==> config.mk <==
export PLATFORM = sky130hd
export DESIGN_NAME = write_reg_track
export DESIGN_NICKNAME = d
export VERILOG_FILES = /design/src/rtl/write_reg_track.sv
export SDC_FILE = /design/constraint.sdc
export NUM_CORES = 1
export LEC_CHECK = 0
export BUFFER_PORTS_ARGS = -buffer_cell sky130_fd_sc_hd__buf_2
export CORE_AREA = 2 2 56 58
export CTS_CLUSTER_DIAMETER = 200
export DETAILED_ROUTE_END_ITERATION = 6
export DIE_AREA = 0 0 58 60
export GPL_TIMING_DRIVEN = 0
export MAX_ROUTING_LAYER = met4
export SLEW_MARGIN = 20
export SYNTH_ARGS = -nofsm -noshare
export SYNTH_HDL_FRONTEND = slang
export SYNTH_SLANG_ARGS = --single-unit
==> constraint.sdc <==
create_clock -name clock -period 2.6 [get_ports clock]
set_input_delay 0.26 -clock clock [delete_from_list [all_inputs] [get_ports clock]]
set_output_delay 0.26 -clock clock [all_outputs]
set_load 0.1 [all_outputs]
==> src/rtl/write_reg_track.sv <==
// Execute-stage destination resolver with DEPTH-stage tracking and fwd selects.
// Optional link path: define WRITEREG_LINK_EN to route mode 10 to LINK_REG.
module write_reg_track #(
  parameter int R_W      = 5,
  parameter int DEPTH    = 2,
  parameter int LINK_REG = 31,
  parameter int S_W      = 3
) (
  input  logic                 clock,
  input  logic                 reset,
  input  logic [1:0]           reg_dst_e,
  input  logic                 reg_write_e,
  input  logic [R_W-1:0]       rt_e,
  input  logic [R_W-1:0]       rd_e,
  input  logic                 stall,
  input  logic                 flush,
  input  logic [R_W-1:0]       src_a,
  input  logic [R_W-1:0]       src_b,
  output logic [R_W-1:0]       write_reg_e,
  output logic [DEPTH*R_W-1:0] write_reg_pipe,
  output logic [DEPTH-1:0]     write_valid_pipe,
  output logic [S_W-1:0]       fwd_a_sel,
  output logic [S_W-1:0]       fwd_b_sel
);

`ifdef WRITEREG_LINK_EN
  localparam bit LinkEn = 1'b1;
`else
  localparam bit LinkEn = 1'b0;
`endif

  logic [R_W-1:0] dest_q [DEPTH];
  logic [DEPTH-1:0] valid_q;
  logic [R_W-1:0] dst_mux;
  logic           load_valid;

  always_comb begin
    dst_mux = rd_e;
    unique case (reg_dst_e)
      2'b00:   dst_mux = rt_e;
      2'b10:   dst_mux = LinkEn ? R_W'(LINK_REG) : rd_e;
      default: dst_mux = rd_e;
    endcase
  end

  assign write_reg_e = reset ? dst_mux : '0;
  assign load_valid  = reg_write_e && (write_reg_e != '0);

  always_ff @(posedge clock or negedge reset) begin
    if (!reset) begin
      for (int k = 0; k < DEPTH; k++) dest_q[k] <= '0;
      valid_q <= '0;
    end else begin
      if (!stall) begin
        for (int k = DEPTH - 1; k >= 1; k--) begin
          dest_q[k]  <= dest_q[k-1];
          valid_q[k] <= valid_q[k-1];
        end
      end
      // Flush wins stage 1 even under stall so the bubble is never lost.
      if (flush) begin
        dest_q[0]  <= '0;
        valid_q[0] <= 1'b0;
      end else if (!stall) begin
        dest_q[0]  <= write_reg_e;
        valid_q[0] <= load_valid;
      end
    end
  end

  always_comb begin
    for (int k = 0; k < DEPTH; k++)
      write_reg_pipe[k*R_W +: R_W] = dest_q[k];
  end

  assign write_valid_pipe = valid_q;

  // Scan oldest to youngest so the youngest match overwrites.
  always_comb begin
    fwd_a_sel = '0;
    fwd_b_sel = '0;
    for (int k = DEPTH; k >= 1; k--) begin
      if (valid_q[k-1] && dest_q[k-1] == src_a && src_a != '0)
        fwd_a_sel = S_W'(k);
      if (valid_q[k-1] && dest_q[k-1] == src_b && src_b != '0)
        fwd_b_sel = S_W'(k);
    end
  end

endmodule

======== Word-level counts from Yosys, hierarchy flattened ========
Index checks and enable logic that the tools add are counted.
cells by class
  reductions and logical operators ........ 13
  equal/unequal tests ..................... 5
  mux-type cells .......................... 10
operators by type and width
  kind                                            count
  equality test 5 bit                             4
  2-to-1 mux 5 bit                                4
  nonzero test 5 bit                              3
  logical AND 1 bit                               9
  2-to-1 mux 3 bit                                2
  2-to-1 mux 2 bit                                2
  zero test 2 bit                                 1
  2-to-1 mux 1 bit                                2
  != test 2 x 1 -> 1 bit (second input constant)  1
storage, ports and cells
  flip-flop bits (word level) ............. 12
  input port bits ......................... 27
  output and inout bits ................... 23
  logic and storage cells ................. 32

======== Logic depth before layout (Yosys ltp) ========
  depth after elaboration ................. 7
  gate-level depth with buffers ........... 4

======== Worst setup path after synthesis ========
OpenSTA, ideal clock, no wires.
  kind .................................... flip-flop to output port
  start ................................... register dest_q, in the netlist write_reg_pipe[0]
  end ..................................... output port fwd_b_sel[1]
  buffers on the path ..................... 0
  slack ................................... -2.282 ns
  data arrival time ....................... 4.622 ns
  data required time ...................... 2.340 ns
  stages on the path, launching flop included .. 4
  cell sequence ........................... dfrtp_1 -> xor2_1 -> nor4_1 -> a2111oi_1
between the ends
  word-level cells in the longest chain between the ends .. 4
RTL lines
  what                             RTL line  source
  start, declared                  32        logic [R_W-1:0] dest_q [DEPTH];
  start signal, assigned by index  56        dest_q[k] <= dest_q[k-1];
  equality test 5 bit              85        if (valid_q[k-1] && dest_q[k-1] == src_b && src_b != '0)
  logical AND 1 bit (2 in a row)   85
  2-to-1 mux 3 bit                 85
  end, declared                    23        output logic [S_W-1:0] fwd_b_sel
Every way passes these cells.

======== Worst setup path after layout ========
  start ................................... register dest_q, in the netlist write_reg_pipe[0]
  end ..................................... output port fwd_b_sel[0]
Same word-level chain as after synthesis.

==> results.json <==
{
  "antenna_found_initial": 0,
  "areaGrowthSynthToFinish_pct": 38.8,
  "initial_core_util_pct": 31.6,
  "cap_violations": 0,
  "synth_top_family_by_area": "simple AND/OR/NAND/NOR gates",
  "fin_crit_sh_pct": 91.2,
  "powerDensity_nw_per_um2": 436,
  "synthXorXnorAreaFrac_pct": 19.1,
  "postCtsSetupRepairBufs": 0,
  "synth_edf_count": 0,
  "numCtsBuffers": 3,
  "yosysWarnings": 0,
  "num_rows": 20,
  "drt_first_pass_iters": 4,
  "ys_seq_elements": 12,
  "avgSynthCellArea_um2": 10.2,
  "dp_hpwl_um": 2030,
  "irDropWorstVdd_mv": 0.216,
  "hp-class": "in2reg",
  "cts-hold-fix-buffers": 1,
  "cts_tree": "yes",
  "p_leak_nw": 0.590,
  "register_area_um2": 313,
  "grt.total_usage_pct": 15.2,
  "crit_type": "reg2out",
  "post-place-cells": 170,
  "clkTransAtPathRegs_ns": 0.07,
  "status": "completed",
  "n_antenna_cell": 0,
  "multi_input_area_um2": 617,
  "endpoint_kind": "output pin",
  "setup_viol": 0,
  "synthFlopType": "dfrtp_1",
  "max_freq_mhz": 422,
  "ant_nets": 0,
  "clkLatencyLatePin_ns": 0.26,
  "maxSlewViolCount": 0,
  "wl_per_cell_um": 13.7,
  "gp_congestion": 0.880,
  "hold_viol": 0,
  "worst_pin_slew_ns": 0.590,
  "nets": 170,
  "grt_pass1_vias": 882,
  "start_kind": "register",
  "die_x_um": 58,
  "n_fill_cell": 296,
  "utilization_pct": 43.9,
  "htree_num_levels": 1,
  "finalWirelength_um": 2380,
  "clockRootBuffer": "clkbuf_4",
  "crit_required_ns": 2.34,
  "io_pins": 50,
  "grt_pass1_wl_um": 3880,
  "async_flop_share_pct": 100,
  "cts_sinks": 12,
  "ys_types": 26,
  "clk_path_buf_depth": 2,
  "ctsResizeCount": 0,
  "drive_gt1_share_pct": 53.9,
  "drt-initial-drc-count": 22,
  "route.vias.total": 893,
  "yosysSeqAreaShare_pct": 32.7,
  "syn_inst": 90,
  "syn_area_um2": 918,
  "crit_arrival_ns": 2.11,
  "synth_compound_gate_area_share_pct": 7.77,
  "totalPowerFinal_mw": 0.556,
  "numPortBuffers": 46,
  "slew-limit-headroom_pct": 60.3,
  "gr-total-overflow": 0,
  "core_um2": 2900,
  "synth_simple_gate_area_share_pct": 22.8,
  "path_max_fanout": 5,
  "finalCriticalPeriod_ns": 2.37,
  "vias_per_cell": 5.13,
  "synth_adder_area_share_pct": 0,
  "drc": 0,
  "fp.dieH_um": 60,
  "grt_max_degree": 14,
  "die-area_um2": 3480,
  "stdcell_count": 174,
  "synth_mux_area_share_pct": 12.8,
  "skew_ns": 0.00467,
  "rsz0062_at_grt": "false"
}
-- area by class of cell --
type | count | area share (%)
sequential | 12 | 24.5
timing repair buffer | 47 | 18.8
tap | 33 | 3.24
clock buffer | 3 | 1.77
multi-input combinational | 72 | 48.4
buffer | 6 | 2.94
inverter | 1 | 0.294
-- power breakdown --
part	internal [mW]	switching [mW]
sequential	0.197	0.0147
clock	0.0533	0.0512
combinational	0.0633	0.176
total	0.314	0.242
-- state kept, by name, indices dropped and copies added, names as in the netlist --
name and flops:
write_reg_pipe 10, write_valid_pipe 2
-- layer usage --
layer / vias to the layer above / track usage [%] / wire, um
li1: 437 / - / -
met1: 406 / 18.3 / 1050
met2: 48 / 25.6 / 1110
met3: 2 / 0.866 / 195
met4: 0 / 7.97 / 27
met5: - / - / 0
-- synth_stat cells (all sizes together) (3+ instances only) --
| cell | instances | area share (%) |
|---|---|---|
| dfrtp | 12 | 33 |
| nand3b | 6 | 4.9 |
| nor2 | 8 | 4.6 |
| mux2 | 6 | 7.4 |
| xnor2 | 12 | 11 |
| mux2i | 5 | 5.4 |
| or4 | 3 | 3.3 |
| nor4 | 4 | 2.7 |
| buf | 3 | 2.9 |
| o41ai | 5 | 4.8 |
| xor2 | 8 | 7.6 |
| clkbuf | 3 | 1.2 |
-- cell usage in the layout (no fill, tap or decap), types with 3 or more instances in the layout --
master    instances
xnor2_1          12
nand3b_1          6
o41ai_1           5
clkbuf_1          3
dfrtp_2          10
nor4_1            4
xor2_1            8
buf_2            46
mux2i_1           5
nor2_1            5
clkbuf_4          3
mux2_2            6
-- per-stage QoR --
step | hold WS (ns) | setup slack, ns | area [um^2] | setup TNS (ns)
6_report | 0.231 | 0.230 | 1270 | 0
3_3_place_gp | 0.155 | 0.547 | 1240 | 0
5_1_grt | 0.218 | 0.107 | 1270 | 0
3_5_place_dp | 0.159 | 0.493 | 1240 | 0
4_1_cts | 0.210 | 0.196 | 1270 | 0
2_1_floorplan | -0.0356 | -0.0220 | 971 | -0.0220
-- final timing paths --
check / from / to / slack (ns) / cells after the start
setup / recovery: write_reg_pipe[0]$_DFFE_PN0P_ / fwd_b_sel[0] / 0.23 / 4
hold / removal: flush / write_reg_pipe[4]$_DFFE_PN0P_ / 0.23 / 2
setup reg to reg: write_reg_pipe[0]$_DFFE_PN0P_ / write_reg_pipe[5]$_DFFE_PN0N_ / 1.76 / 1
hold reg to reg: write_reg_pipe[6]$_DFFE_PN0N_ / write_reg_pipe[6]$_DFFE_PN0N_ / 0.58 / 1
max in group asynchronous: reset / write_reg_pipe[4]$_DFFE_PN0P_ / 1.94 / 2
min in group asynchronous: reset / write_valid_pipe[0]$_DFFE_PN0P_ / 0.41 / 2
-- worst max-delay path: stages, from the launching register on --
cell     delay [ns]
dfrtp_2        0.46
xor2_1         0.18
nor4_1         0.51
and3b_2        0.27
buf_2          0.42
-- kinds of logic after synthesis --
| kind of cell | after synthesis |
|---|---|
| muxes | 11 |
| DFF | 12 |
| buffers and inverters | 7 |
| AOI/OAI and AO/OA | 8 |
| other | 1 |
| xor gates and xnor gates | 20 |
| and+or+nand+nor | 31 |
No activity file was read; power rests on OpenSTA's default activity.
